### src/rtl/step3_control_fsm.sv
// Multicycle control unit and PC owner for the 16-bit step3 datapath.
// Optional STEP3_CTRL_PERF_EN adds saturating cycle/instruction counters.
module step3_control_fsm #(
  parameter logic [15:0] RESET_PC = 16'h0000,
  parameter logic [15:0] PC_STEP  = 16'd2
) (
  input  logic        CLK,
  input  logic        reset,
  input  logic        run,
  input  logic [3:0]  Op,
  input  logic [15:0] ALUOut,
  input  logic [15:0] A,
  output logic [2:0]  ALUOp,
  output logic        ALUSrcA,
  output logic        ALUSrcB,
  output logic        writeEnable,
  output logic [1:0]  immShift,
  output logic [1:0]  numBits,
  output logic        IRWrite,
  output logic        memEnableRead,
  output logic        memEnableWrite,
  output logic        memAddrSel,
  output logic [2:0]  regDataWrite,
  output logic [15:0] PC,
  output logic        halted,
  output logic [2:0]  state
`ifdef STEP3_CTRL_PERF_EN
  ,
  output logic [31:0] cycleCount,
  output logic [31:0] instrCount
`endif
);

  // state  | meaning
  // IDLE   | waiting for run
  // FETCH  | IR <= mem[PC], PC += PC_STEP
  // DECODE | ALU computes PC+imm into target
  // EXEC   | opcode-specific ALU op, branches/jumps resolve
  // MEM    | load or store at ALUOut
  // WB     | register-file write
  // HALT   | stopped until reset
  typedef enum logic [2:0] {
    S_IDLE = 3'd0, S_FETCH = 3'd1, S_DECODE = 3'd2, S_EXEC = 3'd3,
    S_MEM = 3'd4, S_WB = 3'd5, S_HALT = 3'd6
  } state_t;

  typedef struct packed {
    logic [2:0] aluop;
    logic       srca;
    logic       srcb;
    logic       we;
    logic [1:0] imms;
    logic [1:0] nbits;
    logic       irw;
    logic       mrd;
    logic       mwr;
    logic       masel;
    logic [2:0] rdw;
    logic       hlt;
  } ctrl_t;

  state_t      cur, nxt;
  ctrl_t       ctl, nxt_ctl;
  logic [15:0] target;
  logic        take_branch;

  // Moore outputs are registered, so they are derived from the state being entered.
  function automatic ctrl_t ctrl_for(input state_t s, input logic [3:0] op);
    ctrl_t c;
    c = '0;
    case (s)
      S_FETCH:  c.irw = 1'b1;
      S_DECODE: c.srcb = 1'b1;
      S_EXEC: begin
        case (op)
          4'd0, 4'd1, 4'd2, 4'd3: begin c.srca = 1'b1; c.aluop = op[2:0]; end
          4'd4, 4'd6, 4'd7:       begin c.srca = 1'b1; c.srcb = 1'b1; end
          4'd5:                   begin c.imms = 2'd1; c.nbits = 2'd2; end
          4'd13:                  c.nbits = 2'd1;
          4'd8, 4'd9, 4'd12:      begin c.srca = 1'b1; c.aluop = 3'd1; end
          4'd10:                  begin c.rdw = 3'd2; c.we = 1'b1; end
          default: ;
        endcase
      end
      S_MEM: begin
        c.masel = 1'b1;
        c.srca  = 1'b1;
        c.srcb  = 1'b1;
        c.mrd   = (op == 4'd6);
        c.mwr   = (op == 4'd7);
      end
      S_WB: begin
        c.we = 1'b1;
        case (op)
          4'd5, 4'd13: c.rdw = 3'd3;
          4'd6:        c.rdw = 3'd1;
          4'd12:       c.rdw = 3'd4;
          default:     c.rdw = 3'd0;
        endcase
      end
      S_HALT:  c.hlt = 1'b1;
      default: ;
    endcase
    return c;
  endfunction

  always_comb begin
    nxt = cur;
    case (cur)
      S_IDLE:   nxt = run ? S_FETCH : S_IDLE;
      S_FETCH:  nxt = S_DECODE;
      S_DECODE: begin
        if (Op == 4'd15)      nxt = S_HALT;
        else if (Op == 4'd14) nxt = S_FETCH;
        else                  nxt = S_EXEC;
      end
      S_EXEC: begin
        case (Op)
          4'd0, 4'd1, 4'd2, 4'd3, 4'd4, 4'd5, 4'd12, 4'd13: nxt = S_WB;
          4'd6, 4'd7: nxt = S_MEM;
          default:    nxt = S_FETCH;
        endcase
      end
      S_MEM:   nxt = (Op == 4'd6) ? S_WB : S_FETCH;
      S_WB:    nxt = S_FETCH;
      S_HALT:  nxt = S_HALT;
      default: nxt = S_IDLE;
    endcase
    nxt_ctl = ctrl_for(nxt, Op);
  end

  assign take_branch = (ALUOut == 16'h0000) ^ Op[0];

  always_ff @(posedge CLK or posedge reset) begin
    if (reset) begin
      cur    <= S_IDLE;
      ctl    <= '0;
      PC     <= RESET_PC;
      target <= 16'h0000;
`ifdef STEP3_CTRL_PERF_EN
      cycleCount <= 32'd0;
      instrCount <= 32'd0;
`endif
    end else begin
      cur <= nxt;
      ctl <= nxt_ctl;
      if (cur == S_FETCH) PC <= PC + PC_STEP;
      if (cur == S_DECODE) target <= ALUOut;
      if (cur == S_EXEC) begin
        case (Op)
          4'd8, 4'd9: if (take_branch) PC <= target;
          4'd10:      PC <= target;
          4'd11:      PC <= A;
          default: ;
        endcase
      end
`ifdef STEP3_CTRL_PERF_EN
      if (cur != S_IDLE && cur != S_HALT && cycleCount != 32'hFFFF_FFFF)
        cycleCount <= cycleCount + 32'd1;
      if (cur == S_DECODE && instrCount != 32'hFFFF_FFFF)
        instrCount <= instrCount + 32'd1;
`endif
    end
  end

  assign ALUOp          = ctl.aluop;
  assign ALUSrcA        = ctl.srca;
  assign ALUSrcB        = ctl.srcb;
  assign writeEnable    = ctl.we;
  assign immShift       = ctl.imms;
  assign numBits        = ctl.nbits;
  assign IRWrite        = ctl.irw;
  assign memEnableRead  = ctl.mrd;
  assign memEnableWrite = ctl.mwr;
  assign memAddrSel     = ctl.masel;
  assign regDataWrite   = ctl.rdw;
  assign halted         = ctl.hlt;
  assign state          = cur;

endmodule

### config.mk
export PLATFORM = sky130hd
export DESIGN_NAME = step3_control_fsm
export DESIGN_NICKNAME = d
export VERILOG_FILES = /design/src/rtl/step3_control_fsm.sv
export SDC_FILE = /design/constraint.sdc
export NUM_CORES = 1
export LEC_CHECK = 0
export ABC_AREA = 1
export CORE_MARGIN = 1
export CORE_UTILIZATION = 25
export CTS_CLUSTER_SIZE = 8
export DETAILED_ROUTE_END_ITERATION = 6
export GPL_ROUTABILITY_DRIVEN = 0
export PLACE_DENSITY = 0.57
export SLEW_MARGIN = 15
export SYNTH_ARGS = -nofsm -noshare
export SYNTH_HDL_FRONTEND = slang
export SYNTH_SLANG_ARGS = --single-unit
### constraint.sdc
create_clock -name CLK -period 4.98 [get_ports CLK]
set_clock_uncertainty 0.05 [all_clocks]
set_input_delay 0.996 -clock CLK [delete_from_list [all_inputs] [get_ports CLK]]
set_output_delay 0.996 -clock CLK [all_outputs]
set_load 0.01 [all_outputs]
==> results of run 1 <==
sequential cells by signal (all words and copies together), names as in the netlist, 2 cells and up:
register,flops
state,3
regDataWrite,3
PC,16
ALUOp,3
target,16
numBits,2
synth_stat cells (all sizes together):
library cell,instances
nor4,2
xor2,5
clkbuf,3
inv,29
nor3,10
or2,3
ha,1
nand3,30
conb,1
a31o,1
dfrtp,52
xnor2,3
o211ai,2
nor2,31
nor3b,2
a21oi,2
o21ai,8
a31oi,2
buf,5
nand2,167
nand4,4
nand3b,1
kinds of logic (layout without fill, tap and decap cells):
logic type	Yosys count	in the layout	synth area share
simple gates	250	250	0.397
fa+ha+maj	1	1	0.00465
xor+xnor	8	8	0.0260
buf+inv	37	111	0.0549
other cells	1	2	0.00139
flops	52	52	0.483
compound gates	15	15	0.0321
how the worst min path moves through the flow:
stage / from / endpoint / depth (start not counted)
global route: target[1] / target[1] / 2
CTS: target[11] / target[11] / 2
floorplan: target[10] / target[10] / 2
detailed placement: PC[0] / PC[0] / 2
global placement: target[15] / target[15] / 2
finish: PC[0] / PC[0] / 2
critical path, delay by kind of cell:
| kind | cells | cell delay (ns) |
|---|---|---|
| and+or+nand+nor | 4 | 1.14 |
| buffers and inverters | 3 | 0.78 |
| AOI/OAI and AO/OA | 1 | 0.18 |
metal layers:
metal,vias up,part of all wire,global-route usage
met5,-,0,0
met4,0,0.023,0.0476
met3,10,0.040,0.0229
met2,55,0.48,0.228
met1,1156,0.46,0.179
li1,1287,-,-
final cells by class:
| type | count | area, um2 |
|---|---|---|
| inverters | 29 | 110 |
| clock buffers | 8 | 90.1 |
| flip-flops and latches | 52 | 1300 |
| fillers | 1115 | 6710 |
| multi-input cells | 276 | 1250 |
| repair buffers | 74 | 741 |
| well taps | 136 | 170 |
per-stage QoR:
step                      setup WS [ns]  instance area, um2
after detailed placement           1.71                3570
after floorplan                    2.68                2700
after global placement             1.81                3570
after CTS                          2.04                3660
after global routing               1.85                3660
final                              2.03                3660
report_power, final:
group | leakage [nW] | internal (mW) | switching [mW]
registers | 0.625 | 0.423 | 0.00100
clock network | 0.0455 | 0.114 | 0.131
logic | 1.08 | 0.0360 | 0.0359
==> reports/results.ini, run 1 <==
[setup_path]
cp_data_required_time_ns = 5.12
worst_stage_delay_on_the_critical_path_ns = 0.60
ff2ff_setup_slack_ns = 2.87
critPathCapture = PC[2]
crit_slowest_cell = sky130_fd_sc_hd__clkdlybuf4s50_1
timing.rr.start = state[1]
criticalPathCategory = primary input to register
reg2regPathDepth = 8
worst_setup_path_start_kind = primary input
path_common_cell = sky130_fd_sc_hd__inv_2
worst_setup_path_startpoint = Op[3]
critical_path_arrival_ns = 3.09
crit_path_cell_trace = clkdlybuf4s50_1, inv_2, nor2_4, inv_2, nor4_4, nand2_2, o211ai_1, nand2_1
endpoint_kind = register
worstPathMaxFanout = 16
worst_r2r_endpoint = ALUOp[1]

[route]
detail_route.vias_per_cell = 4.36
detail_route.iter0.violations = 123
firstDrtPassIters = 4
detail_route.wl_per_cell_um = 12.6
vias = 2508
drc_errors = 0
remaining_antenna_violation_count_after_routing = 0
route.final.wire_length_mm = 7.26

[cells_and_area]
most_frequent_standard_cell_in_the_layout_excluding_fill_and_tap_cells = sky130_fd_sc_hd__nand2_1
synthesis_to_layout_area_growth_pct = 35.9
final_layout_size_suffix_gt1_frac = 0.0524
finish.cell_count_without_fillers = 575
layout.core_utilization = 0.353
mostFrequentLayoutCells = sky130_fd_sc_hd__nand2_1 (166), sky130_fd_sc_hd__clkdlybuf4s50_1 (74), sky130_fd_sc_hd__dfrtp_1 (52)
antenna_cells_inserted = 0
final_net_count = 478

[logic_synthesis]
synthesis.instances = 364
synthDistinctLibCells = 31
synth_top_cell_by_area = sky130_fd_sc_hd__dfrtp_1
synth.top_cell.area_share = 0.483
synthesis.area_per_instance_um2 = 7.39
yosys_register_bits = 52
netlist_area_um2 = 2690
synth.area.top_cells = sky130_fd_sc_hd__dfrtp_1 (48%), sky130_fd_sc_hd__nand2_1 (23%), sky130_fd_sc_hd__nand3_1 (5.2%)
synth.yosys.warnings = 0
yosysSeqAreaShare = 0.483

[timing]
drv_slew = 0
fin_crit_sh = 0.592
finalSetupViolCount = 0
grt_setup_unrepaired = no
slew-limit-headroom = 0.405
hold_slack_ns = 0.433
final_hold_viol_count = 0
setup_total_negative_slack_ns = 0
tightest_slew_ns = 0.891
fmax_mhz = 339
final_period_minus_worst_setup_slack_ns = 2.95

[placement]
placedCellCount = 567
post-dp-hpwl_mm = 5.75
place.port_buffers = 74

[die]
core-area_um2 = 10400
die_w_um = 106
initial_core_util = 0.260
placement_rows = 37
die_area_um2 = 11200
die_y_um = 106
ios = 76

[clock_network]
cts_setup_buffers = 0
hold_buffers = 0
clk_path_buf_depth = 2
cts.sink_count = 52
htreeDepth = 2
tritoncts.num_buffers = 5
worst_skew_pair.late_latency_ns = 0.30
clk_pin_slew_worst_setup_hold_paths_ns = 0.08
post_cts.resized_instances = 0
clock_tree_from_tritoncts = done
cts_root_buf = sky130_fd_sc_hd__clkbuf_8

[pwr]
vdd.ir_drop.worst_v = 0.0000900
finalPower_mw = 0.741
cellPowerDensity_nw_per_um2 = 202
leakage_nw = 1.75

[run_status]
run_status = completed

[run]
total_of_max_cap_violations = 0

[global_route]
first_global_vias = 2562
first_pass_grt_wire_length_mm = 12.3
number_of_antenna_violations_at_the_first_check_in_global_routing = 0
global_route.overflow_total = 0
grt_start_max_net_pins = 53
globalRouteTotalUtil = 0.137

[worst_hold_path]
timing.hold.worst.class = register to register

Note: power is estimated with default switching activity, not from simulation.
==> run 2, diff against run 1 <==
Settings changed: PLACE_DENSITY 0.57 to 0.59.
Clock period 4.98 ns to 2.53 ns, I/O delays scaled along.
==> reports/results.ini, run 2 (synthesized netlist as in run 1, its figures left out) <==
[route]
routed.top_layer = met4
detail_route.wl_per_cell_um = 12.3
route.final.wire_length_mm = 7.16
met1_length_mm = 3.37
met2_wirelength_mm = 3.32
detail_route.vias_per_cell = 4.35
drc_errors = 0
firstDrtPassIters = 4
vias = 2527
remaining_antenna_violation_count_after_routing = 0
wl_met3_um = 305
detail_route.iter0.violations = 136

[pwr]
leakage_nw = 1.79
finalPower_mw = 1.57
vdd.ir_drop.worst_v = 0.000243
cellPowerDensity_nw_per_um2 = 419

[setup_path]
endpoint_kind = register
path_common_cell = sky130_fd_sc_hd__nor2_1
worst_setup_path_start_kind = primary input
crit_path_cell_trace = clkdlybuf4s50_1, inv_1, nor2_1, nand2_1, nor3_1, nor2_1, or2_4, o211ai_1
critical_path_buf_inv_count = 2
worstPathMaxFanout = 5
cp_data_required_time_ns = 2.71
criticalPathCategory = primary input to register
critical_path_arrival_ns = 2.25
crit_slowest_cell = sky130_fd_sc_hd__clkdlybuf4s50_1
worst_stage_delay_on_the_critical_path_ns = 0.57
worst_path_dominant_cell_family = simple AND/OR/NAND/NOR gates

[clock_network]
worst_skew_pair.late_latency_ns = 0.31
cts_setup_buffers = 0
post_cts.resized_instances = 0
clock_tree_from_tritoncts = done
hold_buffers = 0
clk_pin_slew_worst_setup_hold_paths_ns = 0.10
clk_path_buf_depth = 2
cts.sink_count = 52
htreeDepth = 2
cts_root_buf = sky130_fd_sc_hd__clkbuf_8
tritoncts.num_buffers = 5

[global_route]
global_route.overflow_total = 0
first_global_vias = 2405
first_pass_grt_wire_length_mm = 11.6
globalRouteTotalUtil = 0.132
grt_start_max_net_pins = 53
number_of_antenna_violations_at_the_first_check_in_global_routing = 0

[timing]
hold_slack_ns = 0.435
final_period_minus_worst_setup_slack_ns = 2.08
fmax_mhz = 481
final_hold_viol_count = 0
drv_slew = 0
finalWorstSetupSlack_ns = 0.451
grt_setup_unrepaired = no
fin_crit_sh = 0.822
setup_total_negative_slack_ns = 0
finalSetupViolCount = 0

[die]
die_w_um = 106
placement_rows = 37
die_y_um = 106
ios = 76
core-area_um2 = 10400
die_area_um2 = 11200
initial_core_util = 0.260

[cells_and_area]
final_net_count = 484
final_layout_size_suffix_gt1_frac = 0.0697
mostFrequentLayoutCells = sky130_fd_sc_hd__nand2_1 (166), sky130_fd_sc_hd__clkdlybuf4s50_1 (74), sky130_fd_sc_hd__dfrtp_1 (52)
synthesis_to_layout_area_growth_pct = 39.0
most_frequent_standard_cell_in_the_layout_excluding_fill_and_tap_cells = sky130_fd_sc_hd__nand2_1
antenna_cells_inserted = 0
finish.cell_count_without_fillers = 581
top_regs = PC x16, target x16
layout.core_utilization = 0.361
finish.instance_area_um2 = 3740

[placement]
place.port_buffers = 74
postPlaceCellArea_um2 = 3620
post-dp-hpwl_mm = 5.60
placedCellCount = 573
placement.setup.worst_slack_ns = 0.163

[run_status]
run_status = completed

[run]
total_of_max_cap_violations = 0

[worst_hold_path]
timing.hold.worst.class = register to register

## run 2: worst min-delay path: cells and delay by family (launching register included)
family           cells  cell delay [ns]
flip-flops           1             0.36
AND/OR/NAND/NOR      2             0.11
## run 2: report_power, final
part | total (mW) | internal [mW] | switching (mW)
Combinational | 0.148 | 0.0762 | 0.0722
Sequential | 0.835 | 0.833 | 0.00202
Clock | 0.583 | 0.298 | 0.284
## run 2: worst paths after layout
path                                 start              to  slack [ns]  depth (start not counted)
worst max-delay path                 Op[2]         ALUSrcB        0.45                          8
worst min-delay path            target[13]      target[13]        0.44                          2
worst max register to register    state[2]           PC[9]        0.68                         10
worst min register to register  target[13]      target[13]        0.44                          2
max in group asynchronous            reset      target[14]        1.69                          3
min in group asynchronous            reset  memEnableWrite        0.50                          3
## run 2: final cells by class
| type | instances | area, um2 |
|---|---|---|
| clock inverter | 3 | 46.3 |
| fill | 1100 | 6630 |
| sequential | 52 | 1300 |
| tap | 136 | 170 |
| clock buffer | 5 | 68.8 |
| multi-input combinational | 276 | 1250 |
| inverter | 29 | 109 |
| timing repair buffer | 80 | 798 |
## run 2: per-layer routing
| metal | global-route usage | vias to the layer above |
|---|---|---|
| li1 | - | 1302 |
| met1 | 0.173 | 1158 |
| met2 | 0.211 | 58 |
| met3 | 0.0272 | 9 |
| met4 | 0.0516 | 0 |
| met5 | 0 | - |
==> run 3, diff against run 2 <==
Clock period 2.53 ns to 1.9 ns, I/O delays scaled along.
==> reports/results.ini, run 3 (synthesized netlist as in run 1, its figures left out) <==
[pwr]
cellPowerDensity_nw_per_um2 = 497
leakage_nw = 1.99
vdd.ir_drop.worst_v = 0.000245
finalPower_mw = 2.01

[worst_hold_path]
timing.hold.worst.class = primary input to asynchronous set/reset pin

[timing]
fin_crit_sh = 0.959
finalSetupViolCount = 0
final_period_minus_worst_setup_slack_ns = 1.82
drv_slew = 0
setup_total_negative_slack_ns = 0
finalWorstSetupSlack_ns = 0.0786
grt_setup_unrepaired = no
fmax_mhz = 549
final_hold_viol_count = 0
hold_slack_ns = 0.291

[global_route]
global_route.overflow_total = 0
number_of_antenna_violations_at_the_first_check_in_global_routing = 0
grt_start_max_net_pins = 39
first_global_vias = 2638
globalRouteTotalUtil = 0.139
first_pass_grt_wire_length_mm = 12.3

[clock_network]
htreeDepth = 2
clk_path_buf_depth = 2
tritoncts.num_buffers = 5
cts_root_buf = sky130_fd_sc_hd__clkbuf_8
clock_tree_from_tritoncts = done
worst_skew_pair.late_latency_ns = 0.30
cts.sink_count = 52
hold_buffers = 0
clk_pin_slew_worst_setup_hold_paths_ns = 0.09

[die]
die_w_um = 106
core-area_um2 = 10400
initial_core_util = 0.260
die_y_um = 106
ios = 76
placement_rows = 37
die_area_um2 = 11200

[route]
detail_route.vias_per_cell = 4.27
route.final.wire_length_mm = 7.40
remaining_antenna_violation_count_after_routing = 0
detail_route.wl_per_cell_um = 11.9
firstDrtPassIters = 4
drc_errors = 0
vias = 2650
detail_route.iter0.violations = 87

[setup_path]
criticalPathCategory = register to output port
endpoint_kind = output port
timing.rr.start = state[1]
critical_path_arrival_ns = 1.39
reg2regPathDepth = 10
worst_r2r_endpoint = PC[9]
cp_data_required_time_ns = 1.47
worstPathMaxFanout = 4
worst_setup_path_start_kind = register
ff2ff_setup_slack_ns = 0.16

[cells_and_area]
synthesis_to_layout_area_growth_pct = 50.6
mostFrequentLayoutCells = sky130_fd_sc_hd__nand2_1 (166), sky130_fd_sc_hd__clkdlybuf4s50_1 (74), sky130_fd_sc_hd__dfrtp_1 (52)
layout.core_utilization = 0.391
regArea_um2 = 1300
top_regs = PC x16, target x16
most_frequent_standard_cell_in_the_layout_excluding_fill_and_tap_cells = sky130_fd_sc_hd__nand2_1
antenna_cells_inserted = 0
finish.cell_count_without_fillers = 620
combined_area_of_the_multi_input_logic_cells_um2 = 1260
final_net_count = 523
fill_cells = 1093
finish.instance_area_um2 = 4050
final_layout_size_suffix_gt1_frac = 0.149

[run]
total_of_max_cap_violations = 0

[run_status]
run_status = completed

[placement]
postPlaceCellArea_um2 = 3940
placedCellCount = 612
placement.setup.worst_slack_ns = -0.177
place.port_buffers = 74
post-dp-hpwl_mm = 5.91

==> run 3: worst max path at each step <==
stage                         start  endpoint  slack [ns]  cells past startpoint
after floorplan               reset  ALUOp[0]        0.21                      1
after global placement    ALUOut[3]    PC[13]       -0.14                     12
after detailed placement  ALUOut[3]     PC[9]       -0.18                     10
after CTS                     PC[8]     PC[8]        0.06                      1
after global routing       state[2]     PC[9]       0.004                     10
final                      state[2]  state[2]        0.08                      2
==> run 3: critical path, stage by stage, from the launching register on <==
cell and delay [ns]:
sky130_fd_sc_hd__dfrtp_1 0.36, sky130_fd_sc_hd__buf_4 0.15, sky130_fd_sc_hd__clkdlybuf4s50_1 0.57
==> run 3: final cells by class <==
type / count / area share
clock buffers: 6 / 0.0204
clock inverters: 2 / 0.00247
inverters: 29 / 0.0269
multi-input cells: 276 / 0.311
flip-flops and latches: 52 / 0.321
well taps: 136 / 0.0420
repair buffers: 119 / 0.276
==> run 3: report_power, final <==
| group | switching, mW | internal (mW) | total [mW] |
|---|---|---|---|
| logic | 0.106 | 0.144 | 0.250 |
| registers | 0.00286 | 1.11 | 1.11 |
| clock network | 0.360 | 0.292 | 0.652 |
==> run 3: routing by layer <==
layer	vias to the layer above	GRT usage	wire (um)
met5	-	0	0
met4	0	0.0546	173
met3	11	0.0210	315
met2	67	0.231	3440
met1	1194	0.182	3470
li1	1378	-	-
==> run 3: repair_timing <==
| action | 4_1_cts | 5_1_grt |
|---|---|---|
| setup buffers | 0 | 0 |
| gates resized for setup | 0 | 4 |
| endpoints found under the setup margin | 0 | 14 |
==> variant 1, RTL diff (settings of run 2) <==
Build with the macro `STEP3_CTRL_PERF_EN` defined.
--- a/src/rtl/step3_control_fsm.sv
+++ b/src/rtl/step3_control_fsm.sv
@@ -1,4 +1,6 @@
 // Multicycle control unit and PC owner for the 16-bit step3 datapath.
 // Optional STEP3_CTRL_PERF_EN adds saturating cycle/instruction counters.
+`define STEP3_CTRL_PERF_EN
+
 module step3_control_fsm #(
   parameter logic [15:0] RESET_PC = 16'h0000,
Check against the original RTL (old outputs only; new: cycleCount and instrCount): equivalent (equiv_simple and equiv_induct, registers matched by name and starting in step).
==> variant 1 against run 2 <==
  * Register-to-register slack lost 240 ps
  * Sequential cell count grew 64
  * Critical path depth grew 3
  * Worst setup slack lost 5.8 ps
  * Largest cell class is now multi-input gates
  * Total power grew to 4.8 times the old value
  * Final area grew 140%
  * Synthesized area grew 150%
  * Routed wire length grew to 2.8 times the old value
  * Final cell count grew 140%
  * Sequential share of layout area shrank 2.6 points
  * Global-route usage grew 2.0 points
==> variant 1: results (changes against run 2) <==
* Cts bufs inserted at 17 (+12)
* Vias in the first global route at 5869 (+140%)
* Root Buffer: clkbuf_16
* Min-delay worst type: primary input to async pin
* Hpwl dp at 15430 microns (+180%)
* Hold slack final at 397.7 ps (-37.44 ps)
* Peak Freq at 479.6 MHz (-0.28%)
* Nets at 1114 (+130%)
* DR vias at 6241 (+150%)
* CP endpoint: instrCount[9]
* Worst r2r path cells at 11 (+1)
* H-tree levels at 4 (+2)
* WL/cell at 13.91 microns (+13%)
* Net Sw Frac at 38.32% (+15 points)
* Pre-antenna DRT Iters at 6 (+2)
* Syn Area/Cell at 7.237 sq um (-2.1%)
* IR drop worst, VDD at 0.4765 mV (+96%)
* Crit Reg-Reg Endpoint: instrCount[9]
* Worst-path clk slew at 60 ps (-40 ps)
* Max FO, Critical Path at 30 (+25)
* Clk Latency, worst-skew pair at 420 ps (+110 ps)
* Buffers on Ports at 138 (+86%)
* DP Area at 8469 sq um (+130%)
* Routed WL at 19750 microns (+180%)
* CP arrival at 2340 ps (+90 ps)
* Diode count at 0 (unchanged)
* Reg2reg start: instrCount[0]
* Post-synthesis cell type count at 40 (+29%)
* Layout cells sized above 1 at 7.465% (+0.50 points)
* Largest net degree at the start of global routing at 35 (-34%)
* Status: finished, final reports clean
* Synth cell count leaders: nand2_1, dfrtp_1, nor2_1, inv_1, xor2_1
* Seq/Total Area, Yosys at 43.69% (-4.7 points)
* DR iter-0 viols at 446 (+230%)
* Global-route wire length before repair at 31650 microns (+170%)
* Largest registers: cycleCount (32), instrCount (32)
* Placed cells at 1388 (+140%)
* Pleak at 4.121 nW (+130%)
* Reg2Reg Setup Slack at 440 ps (-240 ps)
* Synth top area cells: dfrtp_1, nand2_1, xor2_1
[variant 1: cell count changes after synthesis, moves of 17 or more]
cell | run 2 | this run
inv_1 | 26 | 75
nand2_1 | 166 | 369
xor2_1 | 5 | 48
nor2_1 | 26 | 92
dfrtp_1 | 52 | 116
nand3_1 | 28 | 45
nor3_1 | 10 | 40
[variant 1: layout make-up]
type	instances	area [sq um]	area share, %
clock buffers	17	425.4	4.711
clock inverters	15	135.1	1.496
inverters	84	319.1	3.533
multi-input cells	700	3309	36.65
flip-flops and latches	116	2903	32.15
well taps	335	419.2	4.642
repair buffers	153	1519	16.82
[variant 1: cells by family after synthesis]
kind of cell	Yosys count	share of synthesized area [%]
AOI/OAI and AO/OA	43	3.597
xor gates and xnor gates	61	8.041
adders and majority gates	3	0.5650
buffers and inverters	103	6.554
DFF	116	43.69
other	1	0.05644
and+or+nand+nor	591	37.50
[variant 1: power groups by stage]
stage	combinational (mW)	clock, mW	sequential, mW
after global placement	2.56	0	2.72
after CTS	2.59	2.36	2.69
after global routing	2.87	2.43	2.74
final	2.56	2.31	2.68
after detailed placement	2.58	0	2.72
after floorplan	1.47	0	2.72
[variant 1: worst max-delay path, cell delays in order (launching register included)]
cell	delay [ps]
dfrtp_1	420
ha_1	270
nand3_1	130
inv_1	60
nand2_2	130
nor2_4	60
nand3b_2	90
nand2_4	130
inv_2	420
nand2_1	100
nand2_1	80
nand2_1	40
[variant 1: per-layer routing]
layer  track usage (%)  share of wire, %  up-vias
li1                  -                 -     3190
met1             20.97                49     2874
met2             23.51                45      159
met3             2.687               4.6       18
met4             5.004               1.2        0
met5                 0                 0        -
==> variant 2, RTL diff (config.mk and constraints of run 2) <==
Made on the original files. Add an input register stage for `A`, without a reset; this delays it by one clock. The other inputs are not delayed to match.
--- a/src/rtl/step3_control_fsm.sv
+++ b/src/rtl/step3_control_fsm.sv
@@ -59,4 +59,10 @@
     logic       hlt;
   } ctrl_t;
+
+  logic [15:0] A_q;
+
+  always_ff @(posedge CLK) begin
+    A_q <= A;
+  end
 
   state_t      cur, nxt;
@@ -151,5 +157,5 @@
           4'd8, 4'd9: if (take_branch) PC <= target;
           4'd10:      PC <= target;
-          4'd11:      PC <= A;
+          4'd11:      PC <= A_q;
           default: ;
         endcase
Formal check against the unedited RTL: not equivalent (Yosys sat finds a counterexample within 10 cycles, from zero or initial values and one cycle with reset high).
==> variant 2 against run 2 <==
  * Die area is 14% higher
  * Final area is 16% higher
  * Synthesized area is 15% higher
  * Fmax is 0.69% higher
  * Sequential cell count is 16 higher
  * Worst setup slack better by 14 ps
  * Highest routed layer unchanged
  * Routed wire length is 5.5% higher
  * Final cell count is 7.2% higher
  * First-iteration DRC count is 36% lower
Power is not compared: it rests on default switching activity, and its combinational part moved more than twofold at a synthesized area within 25%.
==> variant 2: results (changes against run 2) <==
* Status: finished, final reports clean
* Post-synth ARST share at 76.47% (-24 points)
* Pre-CTS setup slack at 238.2 ps (+75.59 ps)
* WL/cell at 12.13 microns (-1.6%)
* Cts bufs inserted at 9 (+4)
* Reg2Reg Setup Slack at 700 ps (+20 ps)
* Met1 WL at 3552 microns (+5.5%)
* Vias in the first global route at 2630 (+9.4%)
* Largest net degree at the start of global routing at 31 (-42%)
* Crit Reg-Reg Endpoint: ALUOp[0]
* HP Start: target[10]
* Clk Latency, worst-skew pair at 330 ps (+20 ps)
* Worst r2r path cells at 9 (-1)
* DR iter-0 viols at 87 (-36%)
* Syn Area/Cell at 7.915 sq um (+7.0%)
* DP Area at 4001 sq um (+10%)
* Worst-path clk slew at 50 ps (-50 ps)
* Largest registers: A_q (16), PC (16), target (16)
* CP endpoint: state[2]
* Synth top area cells: dfrtp_1, nand2_1, dfxtp_1
* Adder-cell area share of the yosys netlist at 0.4054% (-0.060 points)
* Nets at 511 (+5.6%)
* Met1 usage at 16.53% (-0.75 points)
* Synth cell count leaders: nand2_1, dfrtp_1, nand3_1, nor2_1, inv_1
* Met3 WL at 365 microns (+20%)
* Hold Path End: target[10]
* Met3 GRT Util at 3.160% (+0.44 points)
* Post-Synth XOR/XNOR Area at 1.702% (-0.90 points)
* CP arrival at 1510 ps (-740 ps)
* CP delay by family, top: buffers and inverters
* Overall routing resource usage at 12.69% (-0.46 points)
* Global-route wire length before repair at 12540 microns (+7.7%)
* Synth Area in Compound Gates at 2.108% (-1.1 points)
* Hpwl dp at 6004 microns (+7.2%)
* CP max stage delay at 610 ps (+40 ps)
* Reg2reg start: state[0]
* Post-synthesis cell type count at 35 (+13%)
* Hold slack final at 427.6 ps (-7.464 ps)
* Layout cells sized above 1 at 9.664% (+2.7 points)
* Root Buffer: clkbuf_16
* Seq/Total Area, Yosys at 52.53% (+4.2 points)
* Vias per cell at 4.271 (-1.8%)
## variant 2: cell types whose count changed after synthesis, sizes merged, moves of 2 or more
cell,delta
nand4,+2
dfxtp,+16
nor2,+2
nor4,-2
xnor2,-2
nand3,+9
inv,+3
nand2,+3
## variant 2: layout make-up
cell class	count	area, sq um	share of cell area [%]
sequential	68	1622	37.50
multi-input combinational	283	1297	30.01
timing repair buffer	77	775.7	17.94
clock buffer	13	280.3	6.481
tap	147	183.9	4.253
inverter	32	122.6	2.836
clock inverter	3	42.54	0.9838
## variant 2: power by group
group	leakage, nW	internal (mW)	switching (mW)
clock	0.158	0.867	0.429
sequential	0.810	1.41	0.291
combinational	1.09	0.697	0.861
total	2.06	2.98	1.58
## variant 2: kinds of logic (layout without fill, tap and decap cells)
kind of cell	after synthesis	in the layout
compound gates	11	11
xor+xnor	6	6
fa+ha+maj	1	1
buf+inv	40	125
flops	68	68
other cells	1	2
simple gates	263	263
